--- src/rtl/decimal_to_binary_encoder.sv ---
// Registered one-hot decimal (10 lines) to 4-bit binary encoder.
// Zero-hot and multi-hot inputs are flagged; multi-hot resolves by HIGH_PRIORITY.
module decimal_to_binary_encoder #(
  parameter int unsigned HIGH_PRIORITY = 1
) (
  input  logic       clk,
  input  logic       rst,
  input  logic       valid_in,
  input  logic [9:0] Decimal,
  output logic [3:0] Binary,
  output logic       valid_out,
  output logic       no_hot,
  output logic       multi_hot
);

  logic [3:0] binary_d;
  logic       no_hot_d;
  logic       multi_hot_d;

  logic [3:0] binary_q;
  logic       valid_q;
  logic       no_hot_q;
  logic       multi_hot_q;

  // Priority encoder: the last match found in scan order wins.
  always_comb begin
    binary_d = 4'd0;
    if (HIGH_PRIORITY != 0) begin
      for (int i = 0; i < 10; i++) begin
        if (Decimal[i]) binary_d = 4'(i);
      end
    end else begin
      for (int i = 9; i >= 0; i--) begin
        if (Decimal[i]) binary_d = 4'(i);
      end
    end
  end

  // Clearing the lowest set bit leaves something only when two or more bits are set.
  always_comb begin
    no_hot_d    = (Decimal == 10'd0);
    multi_hot_d = |(Decimal & (Decimal - 10'd1));
  end

  always_ff @(posedge clk) begin
    if (rst) begin
      binary_q    <= 4'd0;
      valid_q     <= 1'b0;
      no_hot_q    <= 1'b0;
      multi_hot_q <= 1'b0;
    end else begin
      valid_q <= valid_in;
      if (valid_in) begin
        binary_q    <= binary_d;
        no_hot_q    <= no_hot_d;
        multi_hot_q <= multi_hot_d;
      end
    end
  end

  assign Binary    = binary_q;
  assign valid_out = valid_q;
  assign no_hot    = no_hot_q;
  assign multi_hot = multi_hot_q;

endmodule

--- config.mk ---
export PLATFORM = sky130hd
export DESIGN_NAME = decimal_to_binary_encoder
export DESIGN_NICKNAME = d
export VERILOG_FILES = /design/src/rtl/decimal_to_binary_encoder.sv
export SDC_FILE = /design/constraint.sdc
export NUM_CORES = 1
export LEC_CHECK = 0
export CELL_PAD_IN_SITES_DETAIL_PLACEMENT = 1
export CELL_PAD_IN_SITES_GLOBAL_PLACEMENT = 1
export CORE_UTILIZATION = 25
export CTS_CLUSTER_DIAMETER = 40
export CTS_CLUSTER_SIZE = 10
export DETAILED_ROUTE_END_ITERATION = 16
export PLACE_DENSITY = 0.72
export SYNTH_ARGS = -nofsm -noshare
export SYNTH_HDL_FRONTEND = slang
export SYNTH_SLANG_ARGS = --single-unit
--- constraint.sdc ---
create_clock -name clk -period 1.54 [get_ports clk]
set_input_delay 0.308 -clock clk [delete_from_list [all_inputs] [get_ports clk]]
set_output_delay 0.308 -clock clk [all_outputs]
set_load 0.01 [all_outputs]
======== After elaboration in Yosys (flattened, before gate mapping) ========
Cells that the tools add are included.
operators by class
  reductions and logical operators ........ 2
  bitwise gates (word level) .............. 1
  mux-type cells .......................... 9
  $add $sub $neg .......................... 1
operators with widths
  operator                                                               count
  4-bit 2-to-1 mux                                                       8
  10-bit bitwise AND                                                     1
  10-bit logical NOT                                                     1
  10-bit OR reduction                                                    1
  10-bit by 1-bit subtractor with 10-bit output (second input constant)  1
  1-bit 2-to-1 mux                                                       1
storage, ports and cells
  word-level logic and storage cells ...... 17
  output and inout bits ................... 7
  input bits .............................. 13
  register bits after elaboration ......... 7

======== Depth between registers and ports, before layout ========
Gate-level depths: netlist of the first run.
  depth in word-level cells ............... 9
  gate-level depth with buffers ........... 5
  gate-level depth less buffers ........... 5

======== Least setup slack after synthesis of the first run ========
Ideal clock, no wire load.
  path type ............................... input to register
  start ................................... input Decimal[5]
  end ..................................... register multi_hot_q (netlist: multi_hot)
  data required time ...................... 1.399 ns
  stages on the path ...................... 4
  path slack .............................. 0.300 ns
  data arrival time ....................... 1.099 ns
  library setup time ...................... 0.141 ns
  path buffers ............................ 0
  cell sequence ........................... or4_4 > o21ai_1 > o2bb2ai_1 > a311oi_1
between the ends
  cells in the longest elaborated chain, start to end .. 3
ends and longest elaborated chain
  what                                           line  text
  start: declaration                             9     input logic [9:0] Decimal,
  10-bit by 1-bit subtractor with 10-bit output  42    multi_hot_d = |(Decimal & (Decimal - 10'd1));
  10-bit bitwise AND *                           42
  10-bit OR reduction *                          42
  end signal: assignment                         56    multi_hot_q <= multi_hot_d;
  end: declaration                               23    logic multi_hot_q;
Every way passes the cells marked *; elsewhere a longest branch is shown, timed or not.
A chain may end at the register's enable or synchronous reset.

======== Worst setup path after layout of the first run ========
  start ................................... input Decimal[6]
  end ..................................... register multi_hot_q (netlist: multi_hot)
Same word-level chain as after synthesis.

==> results of run 1 <==
-- per-layer routing --
layer	global-route usage, %	vias up
li1	-	243
met1	18.0	223
met2	27.0	21
met3	1.63	2
met4	12.1	0
met5	0	-
-- flip-flops by register name, indices dropped and copies added (netlist names) --
register   cells
Binary         4
multi_hot      1
valid_out      1
no_hot         1
-- cells in the final DEF (no fill, tap or decap), drive strengths merged, types with 2 or more instances in the layout --
| master | Yosys | routed |
|---|---|---|
| clkdlybuf4s50 | 0 | 18 |
| buf | 0 | 11 |
| dfxtp | 7 | 7 |
| a21oi | 7 | 7 |
| nor2 | 7 | 7 |
| nand2b | 4 | 4 |
| clkbuf | 1 | 4 |
| nor4 | 3 | 3 |
| inv | 2 | 2 |
| nor2b | 2 | 2 |
| o21bai | 2 | 2 |
| a311oi | 2 | 2 |
| a211oi | 2 | 2 |
-- Yosys cell counts (all sizes together) --
cell	instances	area (um2)
nor2b	2	12.5
nor3	1	5.00
nand2b	4	25.0
clkbuf	1	3.75
dfxtp	7	140
o21ai	1	5.00
o21bai	2	15.0
a311oi	2	17.5
or4	1	11.3
nor2	7	26.3
o2bb2ai	1	8.76
a21oi	7	35.0
inv	2	7.51
nand3b	1	7.51
o31ai	1	7.51
o311ai	1	8.76
a211oi	2	15.0
nand4	1	6.26
nor4	3	25.0
-- critical path: cells and delay by family --
family          cells  cell delay (ns)
compound gates      5             0.67
buf+inv             2             0.60
-- power by group through the flow --
stage                     combinational (mW)  clock, mW  sequential (mW)
after detailed placement               0.126          0            0.199
after global routing                   0.142      0.181            0.196
after CTS                              0.127      0.172            0.195
after floorplan                       0.0330          0            0.203
final                                  0.131      0.162            0.195
after global placement                 0.123          0            0.198
-- timing repair --
action	4_1_cts	5_1_grt
resized for setup	0	3
buffers inserted	0	1
setup endpoints to repair	0	1
-- cells by family after synthesis --
logic type,count (synthesis)
DFF,7
buffers and inverters,3
AOI/OAI and AO/OA,17
and+or+nand+nor,20
-- final cells by class --
cell class / count / area, um2
Clock buffer: 4 / 26.3
Multi-Input combinational cell: 37 / 244
Tap cell: 15 / 18.8
Inverter: 2 / 7.51
Timing Repair Buffer: 30 / 275
Sequential cell: 7 / 140
Fill cell: 176 / 654
-- how the worst max path moves through the flow --
stage | from | endpoint | slack [ns] | depth (start not counted)
detailed placement | Decimal[1] | multi_hot$_SDFFE_PP0P_ | -0.23 | 6
finish | Decimal[6] | multi_hot$_SDFFE_PP0P_ | 0.07 | 7
floorplan | Decimal[5] | multi_hot$_SDFFE_PP0P_ | 0.30 | 4
CTS | Decimal[1] | multi_hot$_SDFFE_PP0P_ | 0.04 | 6
global route | Decimal[8] | multi_hot$_SDFFE_PP0P_ | -0.01 | 7
global placement | Decimal[1] | multi_hot$_SDFFE_PP0P_ | -0.16 | 6
-- per-stage QoR --
stage | instance area, um2 | power (mW) | setup WS [ns]
floorplan | 383 | 0.236 | 0.300
global placement | 663 | 0.322 | -0.162
detailed placement | 663 | 0.325 | -0.235
CTS | 689 | 0.494 | 0.0378
global route | 712 | 0.518 | -0.0139
finish | 712 | 0.488 | 0.0681
==> results.rst, run 1 <==
.. list-table::
   :header-rows: 1

   * - Metric
     - Value
   * - Status
     - finished, final reports clean
   * - Worst Min Path Start
     - Binary[1]$_SDFFE_PP0P_
   * - Critical path, cell by cell
     - clkdlybuf4s50_1 -> buf_4 -> a211oi_1 -> a21oi_1 -> o21ai_2 -> o2bb2ai_1 -> a311oi_1
   * - TritonCTS clock tree
     - done
   * - Total number of vias
     - 489
   * - Area share of xor/xnor cells in the synthesized design
     - 0%
   * - Post-synthesis simple-gate area fraction
     - 31.0%
   * - Root buffer selected by CTS
     - sky130_fd_sc_hd__clkbuf_4
   * - Endpoint of the worst hold-timing path
     - Binary[1]$_SDFFE_PP0P_
   * - Capture point of the worst reg-to-reg path
     - multi_hot$_SDFFE_PP0P_
   * - Worst Hold Depth
     - 2
   * - Final hold violation count
     - 0
   * - Switching power share of the total
     - 25.0%
   * - Routability Congestion
     - 0.707
   * - Syn_area_per_cell
     - 8.15 um2
   * - Area of the mapped netlist
     - 383 um2
   * - Initial antenna violation count
     - 0
   * - Yosys warning count
     - 0
   * - DR WL/cell
     - 12.0 um
   * - Global-route total usage across every layer
     - 15.9%
   * - Relative slew margins
     - 75.3%
   * - 1st-iter DRT viols
     - 2
   * - Latest clock arrival within the worst-skew pair
     - 0.25 ns
   * - CTS Buf Count
     - 3
   * - Std-Cell Core Area
     - 1370 um2
   * - First-pass GRT wire length
     - 1.70 mm
   * - Multiplexer share of the synthesized area
     - 0%
   * - CTS H-Tree Depth
     - 1
   * - Fraction of layout cells with a size suffix above 1
     - 21.3%
   * - Maximum frequency from static timing analysis
     - 679 MHz
   * - Reg2reg start
     - multi_hot$_SDFFE_PP0P_
   * - Number of placed instances, taps included
     - 90
   * - Final worst path period need
     - 1.47 ns
   * - Part of the total power dissipated in sequential elements
     - 39.9%
   * - Clock tree buffer depth
     - 2
   * - Number of buffers inserted by port buffering
     - 19
   * - Largest family of logic cells by synthesized area
     - simple AND/OR/NAND/NOR gates
   * - Nets in the synthesized netlist
     - 60
   * - Worst r2r path cells
     - 2
   * - Cell with the largest stage delay on the worst path
     - sky130_fd_sc_hd__clkdlybuf4s50_1
   * - Boundary Pins
     - 20
   * - Effective utilization at floorplan
     - 28.0%
   * - Launching element type of the critical path
     - input port
   * - Post-route non-filler standard cell count
     - 95
   * - GR Overflow Total
     - 0
   * - Fin crit share
     - 95.6%
   * - Via count of the first global-routing pass
     - 401
   * - Setup violators final
     - 0
   * - Syn Inst Count
     - 47
   * - Worst hold slack after final layout
     - 0.466 ns
   * - Clock sink total
     - 7
   * - Total net switching power
     - 122 uW
   * - Number of synthesized register bits
     - 7
   * - Crit path DAT
     - 1.58 ns
   * - Row count
     - 13
   * - Power density over the cells
     - 686 nW/um2
   * - Transition at the pin with the smallest max-transition slack
     - 0.370 ns
   * - Antenna violation net count after detailed routing
     - 0
   * - Setup slack of the most critical reg-to-reg path
     - 0.85 ns
   * - Worst endpoint required time
     - 1.65 ns
   * - Delay contributed by the slowest stage of the critical path
     - 0.43 ns
   * - Final-report max-slew violation count
     - 0
   * - Post-detailed-route DRC marker count
     - 0
   * - Part of the Yosys area used for sequential elements
     - 36.6%
   * - Antenna Cells
     - 0
   * - Classification of the worst setup path
     - input port to flop
   * - Comb pwr share
     - 26.8%
   * - Die H
     - 41.1 um
   * - Die span in x
     - 41.1 um
   * - Total of hold buffers inserted after clock tree synthesis
     - 0
   * - Int Power
     - 366 uW
   * - Post-synthesis adder-cell area fraction
     - 0%
   * - Maximum fanout along the worst path
     - 5
   * - Unique cell type count in the Yosys netlist
     - 20
   * - VDD IR max
     - 0.000234 V
   * - HPWL after DPL
     - 892 um
   * - TNS Setup
     - 0 ns
   * - Worst Hold Class
     - flop to flop
   * - Clock transition at path regs
     - 0.05 ns
   * - Routed met1 length
     - 438 um
   * - Area Growth Syn to Fin
     - 85.9%
   * - Type of element capturing the critical path
     - flop
   * - Detailed-route vias per instance
     - 5.15
   * - Total number of nets in the final design
     - 94
   * - Met3 wire length
     - 69 um
   * - Drt pass-1 iters
     - 4
   * - Total met2 wirelength after detailed routing
     - 619 um
   * - Setup clock skew after layout
     - 0 ns
   * - Leak
     - 0.277 nW
   * - Fraction of the mapped netlist area in compound gates
     - 29.4%
   * - Post-Route WL
     - 1.14 mm
   * - Max-capacitance violation count
     - 0
   * - Highest signal layer in the routed design
     - met4
   * - Clock share of power
     - 33.3%
   * - Core utilization of the finished layout
     - 52.1%
   * - Largest net degree at the start of global routing
     - 14
   * - Full die area
     - 1690 um2
No activity file was read; power rests on OpenSTA's default activity.
==> run 2, diff against run 1 <==
==> constraint.sdc (replaced) <==
create_clock -name clk -period 1.4 [get_ports clk]
set_input_delay 0.28 -clock clk [delete_from_list [all_inputs] [get_ports clk]]
set_output_delay 0.28 -clock clk [all_outputs]
set_load 0.01 [all_outputs]
==> results.rst, run 2 (synthesis gave the netlist of run 1 again) <==
.. list-table::
   :header-rows: 1

   * - Metric
     - Value
   * - Classification of the worst setup path
     - input port to flop
   * - Global-route total usage across every layer
     - 16.9%
   * - Transition at the pin with the smallest max-transition slack
     - 0.356 ns
   * - Initial antenna violation count
     - 0
   * - Die span in x
     - 41.1 um
   * - Critical path, cell by cell
     - clkdlybuf4s50_1 -> or4_4 -> o21ai_2 -> o2bb2ai_2 -> a311oi_2
   * - Antenna violation net count after detailed routing
     - 0
   * - Delay contributed by the slowest stage of the critical path
     - 0.45 ns
   * - Antenna Cells
     - 0
   * - DR WL/cell
     - 11.5 um
   * - Switching power share of the total
     - 26.1%
   * - Total of hold buffers inserted after clock tree synthesis
     - 0
   * - Start point of the critical path
     - Decimal[7]
   * - Routability Congestion
     - 0.719
   * - Fin crit share
     - 95.7%
   * - Boundary Pins
     - 20
   * - Cell with the largest stage delay on the worst path
     - sky130_fd_sc_hd__clkdlybuf4s50_1
   * - Post-Route WL
     - 1.11 mm
   * - Total number of nets in the final design
     - 95
   * - Crit path DAT
     - 1.46 ns
   * - Worst Hold Depth
     - 2
   * - Area Growth Syn to Fin
     - 97.1%
   * - Power density over the cells
     - 713 nW/um2
   * - Status
     - finished, final reports clean
   * - Final-report max-slew violation count
     - 0
   * - Reg2reg start
     - Binary[0]$_SDFFE_PP0P_
   * - Combined area of the multi-input logic cells
     - 259 um2
   * - Number of placed instances, taps included
     - 91
   * - 1st-iter DRT viols
     - 2
   * - Fraction of layout cells with a size suffix above 1
     - 27.2%
   * - Final hold violation count
     - 0
   * - Clock share of power
     - 34.4%
   * - Drt pass-1 iters
     - 4
   * - Post-route non-filler standard cell count
     - 96
   * - Worst Hold Class
     - flop to flop
   * - GR Overflow Total
     - 0
   * - TritonCTS clock tree
     - done
   * - Worst endpoint required time
     - 1.53 ns
   * - Number of inserted filler cells in the final layout
     - 168
   * - Full die area
     - 1690 um2
   * - Comb pwr share
     - 25.8%
   * - Total number of vias
     - 475
   * - Setup clock skew after layout
     - 0 ns
   * - Final worst path period need
     - 1.34 ns
   * - Worst r2r path cells
     - 2
   * - Latest clock arrival within the worst-skew pair
     - 0.25 ns
   * - Launching element type of the critical path
     - input port
   * - Destination of the critical timing path
     - multi_hot$_SDFFE_PP0P_
   * - Maximum fanout along the worst path
     - 3
   * - Setup repair after global routing missed its margin
     - false
   * - Detailed-route vias per instance
     - 4.95
   * - Capture point of the worst reg-to-reg path
     - Binary[0]$_SDFFE_PP0P_
   * - Clock transition at path regs
     - 0.05 ns
   * - Most common cell after layout, fill and taps aside
     - sky130_fd_sc_hd__buf_4
   * - First-pass GRT wire length
     - 1.82 mm
   * - Effective utilization at floorplan
     - 28.0%
   * - Row count
     - 13
   * - Relative slew margins
     - 76.2%
   * - Leak
     - 0.414 nW
   * - Std-Cell Core Area
     - 1370 um2
   * - Critical path depth in cells
     - 5
   * - Largest net degree at the start of global routing
     - 13
   * - CTS H-Tree Depth
     - 1
   * - Maximum frequency from static timing analysis
     - 747 MHz
   * - Area taken by flip-flops and latches
     - 140 um2
   * - Number of buffers inserted by port buffering
     - 19
   * - Int Power
     - 397 uW
   * - Setup violators final
     - 0
   * - CTS Buf Count
     - 3
   * - Total net switching power
     - 141 uW
   * - Part of the total power dissipated in sequential elements
     - 39.8%
   * - Clock sink total
     - 7
   * - Setup slack of the most critical reg-to-reg path
     - 0.67 ns
   * - Via count of the first global-routing pass
     - 458
   * - Type of element capturing the critical path
     - flop
   * - Max-capacitance violation count
     - 0
   * - VDD IR max
     - 0.000275 V
   * - Buffering stage count on the worst path with inverters included
     - 1
   * - Flip-flop count of the largest register after layout
     - 4
   * - Root buffer selected by CTS
     - sky130_fd_sc_hd__clkbuf_4
   * - Post-detailed-route DRC marker count
     - 0
   * - TNS Setup
     - 0 ns
   * - HPWL after DPL
     - 839 um
   * - Commonest cells after routing, fill and taps aside
     - sky130_fd_sc_hd__buf_4, sky130_fd_sc_hd__dlymetal6s2s_1, sky130_fd_sc_hd__dfxtp_1, sky130_fd_sc_hd__a21oi_1, sky130_fd_sc_hd__nor2_1
   * - Worst hold slack after final layout
     - 0.464 ns
   * - Clock tree buffer depth
     - 2
   * - Die H
     - 41.1 um
   * - Largest delay contributor family on the critical path
     - buffers and inverters
run 2: final cells by class:
| type | instances | share of cell area, % |
|---|---|---|
| sequential | 7 | 18.6 |
| clock buffer | 4 | 3.48 |
| inverter | 2 | 0.995 |
| multi-input combinational | 37 | 34.3 |
| tap | 15 | 2.49 |
| timing repair buffer | 31 | 40.1 |
run 2: per-stage QoR:
| stage | area (um2) | utilization, % | setup WS [ns] | power, mW |
|---|---|---|---|---|
| 2_1_floorplan | 383 | - | 0.188 | 0.260 |
| 3_3_place_gp | 671 | 49.1 | -0.264 | 0.356 |
| 6_report | 754 | 55.2 | 0.0608 | 0.538 |
| 3_5_place_dp | 671 | 49.1 | -0.312 | 0.359 |
| 5_1_grt | 754 | 55.2 | 0.00113 | 0.570 |
| 4_1_cts | 696 | 50.9 | 0.00200 | 0.547 |
run 2: layer usage:
layer | routed length [um] | GRT usage [%] | vias to the layer above | part of all wire (%)
met5 | 0 | 0 | - | 0
met4 | 16 | 14.5 | 0 | 1.4
met3 | 79 | 2.72 | 2 | 7.1
met2 | 532 | 27.3 | 19 | 48
met1 | 478 | 19.0 | 206 | 43
li1 | - | - | 248 | -
run 2: how the worst min path moves through the flow:
stage	end	slack [ns]	startpoint
floorplan	Binary[1]$_SDFFE_PP0P_	0.35	rst
global placement	no_hot$_SDFFE_PP0P_	0.46	no_hot$_SDFFE_PP0P_
detailed placement	Binary[2]$_SDFFE_PP0P_	0.46	Binary[2]$_SDFFE_PP0P_
CTS	Binary[2]$_SDFFE_PP0P_	0.47	Binary[2]$_SDFFE_PP0P_
global route	Binary[3]$_SDFFE_PP0P_	0.50	Binary[3]$_SDFFE_PP0P_
finish	Binary[2]$_SDFFE_PP0P_	0.46	Binary[2]$_SDFFE_PP0P_
run 2: worst min-delay path, stage by stage (launching register included):
cell and delay, ns:
sky130_fd_sc_hd__dfxtp_1 0.30, sky130_fd_sc_hd__nand2b_1 0.06, sky130_fd_sc_hd__a21oi_1 0.05
run 2: what timing repair did:
item                                    in CTS  in global routing
setup buffers                                0                  1
endpoints found under the setup margin       5                  9
hold endpoints to repair                     0                  0
gates resized for setup                      5                 15
pin swaps                                    4                  6
run 2: power groups by stage:
stage               Sequential (mW)  Combinational, mW  Clock (mW)
CTS                           0.214              0.137       0.195
global placement              0.218              0.138           0
detailed placement            0.219              0.140           0
floorplan                     0.223             0.0363           0
finish                        0.214              0.139       0.185
global route                  0.215              0.152       0.203
==> run 3, diff against run 2 <==
==> constraint.sdc (replaced) <==
create_clock -name clk -period 1.45 [get_ports clk]
set_input_delay 0.29 -clock clk [delete_from_list [all_inputs] [get_ports clk]]
set_output_delay 0.29 -clock clk [all_outputs]
set_load 0.01 [all_outputs]
==> results.rst, run 3 (synthesis gave the netlist of run 1 again) <==
.. list-table::
   :header-rows: 1

   * - Metric
     - Value
   * - Largest net degree at the start of global routing
     - 13
   * - Power density over the cells
     - 692 nW/um2
   * - Root buffer selected by CTS
     - sky130_fd_sc_hd__clkbuf_4
   * - Flip-flop count of the largest register after layout
     - 4
   * - Critical path, cell by cell
     - clkdlybuf4s50_1
   * - Relative slew margins
     - 75.9%
   * - Status
     - finished, final reports clean
   * - Largest delay contributor family on the critical path
     - buffers and inverters
   * - Row count
     - 13
   * - Tot Pwr
     - 526 uW
   * - Setup clock skew after layout
     - 0 ns
   * - Via count of the first global-routing pass
     - 445
   * - Die H
     - 41.1 um
   * - Routability Congestion
     - 0.719
   * - Final-report max-slew violation count
     - 0
   * - 1st-iter DRT viols
     - 7
   * - TritonCTS clock tree
     - done
   * - Transition at the pin with the smallest max-transition slack
     - 0.360 ns
   * - Antenna violation net count after detailed routing
     - 0
   * - Cell with the largest stage delay on the worst path
     - sky130_fd_sc_hd__clkdlybuf4s50_1
   * - Reg2reg start
     - Binary[0]$_SDFFE_PP0P_
   * - Std-Cell Core Area
     - 1370 um2
   * - Final hold violation count
     - 0
   * - Destination of the critical timing path
     - multi_hot
   * - Total number of nets in the final design
     - 96
   * - Antenna Cells
     - 0
   * - Leak
     - 0.375 nW
   * - Final instance area
     - 761 um2
   * - Type of element capturing the critical path
     - output port
   * - Crit path DAT
     - 1.12 ns
   * - Latest clock arrival within the worst-skew pair
     - 0.25 ns
   * - Delay contributed by the slowest stage of the critical path
     - 0.53 ns
   * - Start point of the critical path
     - multi_hot$_SDFFE_PP0P_
   * - Critical path depth in cells
     - 1
   * - Number of placed instances, taps included
     - 91
   * - Drt pass-1 iters
     - 4
   * - Combined area of the multi-input logic cells
     - 250 um2
   * - Maximum frequency from static timing analysis
     - 711 MHz
   * - DR WL/cell
     - 12.3 um
   * - Total of hold buffers inserted after clock tree synthesis
     - 0
   * - First-pass GRT wire length
     - 1.80 mm
   * - Clock tree buffer depth
     - 2
   * - Area taken by flip-flops and latches
     - 140 um2
   * - Most common cell after layout, fill and taps aside
     - sky130_fd_sc_hd__buf_4
   * - Post-route non-filler standard cell count
     - 97
   * - Number of inserted filler cells in the final layout
     - 165
   * - Setup violators final
     - 0
   * - Area Growth Syn to Fin
     - 98.7%
   * - Clock sink total
     - 7
   * - Maximum fanout along the worst path
     - 2
   * - Worst r2r path cells
     - 2
   * - Post-Route WL
     - 1.19 mm
   * - GR Overflow Total
     - 0
   * - Post-detailed-route DRC marker count
     - 0
   * - Worst Hold Class
     - flop to flop
   * - Capture point of the worst reg-to-reg path
     - Binary[0]$_SDFFE_PP0P_
   * - Classification of the worst setup path
     - flop to output port
   * - Die span in x
     - 41.1 um
   * - Fin crit share
     - 97.0%
   * - CTS H-Tree Depth
     - 1
   * - Post-DP Area
     - 671 um2
   * - CTS Buf Count
     - 3
   * - Clock transition at path regs
     - 0.05 ns
   * - HPWL after DPL
     - 834 um
   * - Number of buffers inserted by port buffering
     - 19
   * - Boundary Pins
     - 20
   * - Max-capacitance violation count
     - 0
   * - Global-route total usage across every layer
     - 16.7%
   * - Detailed-route vias per instance
     - 4.93
   * - Commonest cells after routing, fill and taps aside
     - sky130_fd_sc_hd__buf_4, sky130_fd_sc_hd__clkdlybuf4s50_1, sky130_fd_sc_hd__dlymetal6s2s_1
   * - Full die area
     - 1690 um2
   * - Effective utilization at floorplan
     - 28.0%
   * - Worst endpoint required time
     - 1.16 ns
   * - Initial antenna violation count
     - 0
   * - Final worst path period need
     - 1.41 ns
   * - VDD IR max
     - 0.000270 V
   * - Fraction of layout cells with a size suffix above 1
     - 26.8%
   * - Total number of vias
     - 478
   * - Launching element type of the critical path
     - flop
   * - Buffering stage count on the worst path with inverters included
     - 1
   * - Setup slack of the most critical reg-to-reg path
     - 0.72 ns
run 3: cell types whose count changed in the layout (fill, tap and decap cells not counted):
cell,before,now
sky130_fd_sc_hd__buf_6,0,2
sky130_fd_sc_hd__a21oi_2,0,1
sky130_fd_sc_hd__a311oi_1,1,2
sky130_fd_sc_hd__dlymetal6s2s_1,11,9
sky130_fd_sc_hd__dlygate4sd2_1,4,0
sky130_fd_sc_hd__a21oi_1,7,6
sky130_fd_sc_hd__o2bb2ai_2,1,0
sky130_fd_sc_hd__a311oi_2,1,0
sky130_fd_sc_hd__clkdlybuf4s50_1,4,10
sky130_fd_sc_hd__o2bb2ai_1,0,1
sky130_fd_sc_hd__buf_4,12,11
run 3: cell type report:
type / instances / area share, %
tap: 15 / 2.47
inverter: 2 / 0.987
sequential: 7 / 18.4
timing repair buffer: 32 / 41.8
clock buffer: 4 / 3.45
multi-input combinational: 37 / 32.9
run 3: worst min path at each step:
stage	startpoint	end	cells past startpoint
6_report	Binary[2]$_SDFFE_PP0P_	Binary[2]$_SDFFE_PP0P_	2
5_1_grt	Binary[3]$_SDFFE_PP0P_	Binary[3]$_SDFFE_PP0P_	2
4_1_cts	Binary[2]$_SDFFE_PP0P_	Binary[2]$_SDFFE_PP0P_	2
3_5_place_dp	Binary[2]$_SDFFE_PP0P_	Binary[2]$_SDFFE_PP0P_	2
3_3_place_gp	no_hot$_SDFFE_PP0P_	no_hot$_SDFFE_PP0P_	2
2_1_floorplan	rst	Binary[1]$_SDFFE_PP0P_	1
run 3: through the flow:
step | worst slack (ns) | utilization [%] | TNS, ns | hold slack (ns)
3_3_place_gp | -0.224 | 49.1 | -0.775 | 0.456
2_1_floorplan | 0.228 | - | 0 | 0.359
6_report | 0.0428 | 55.7 | 0 | 0.467
3_5_place_dp | -0.272 | 49.1 | -0.949 | 0.461
5_1_grt | -0.0577 | 55.7 | -0.0605 | 0.499
4_1_cts | 0.00503 | 51.0 | 0 | 0.471
run 3: routing by layer:
metal	share of wire (%)	GRT usage, %	vias to the layer above
met2	48	27.7	21
met5	0	0	-
met4	1.4	12.1	0
li1	-	-	248
met3	6.1	1.63	2
met1	44	19.6	207
run 3: worst register-to-register path: cells and delay by family (launching register included):
kind,cells,cell delay [ns]
compound gates,1,0.26
simple gates,1,0.04
flops,1,0.33
run 3: power by group:
group	switching (mW)	total (mW)	internal [mW]
Sequential	0.00446	0.207	0.203
Combinational	0.0591	0.142	0.0824
Clock	0.0725	0.178	0.105
run 3: timing repair:
item | CTS | global route
gates resized for setup | 0 | 15
endpoints found under the setup margin | 1 | 6
pin swaps | 1 | 7
setup buffers | 0 | 2
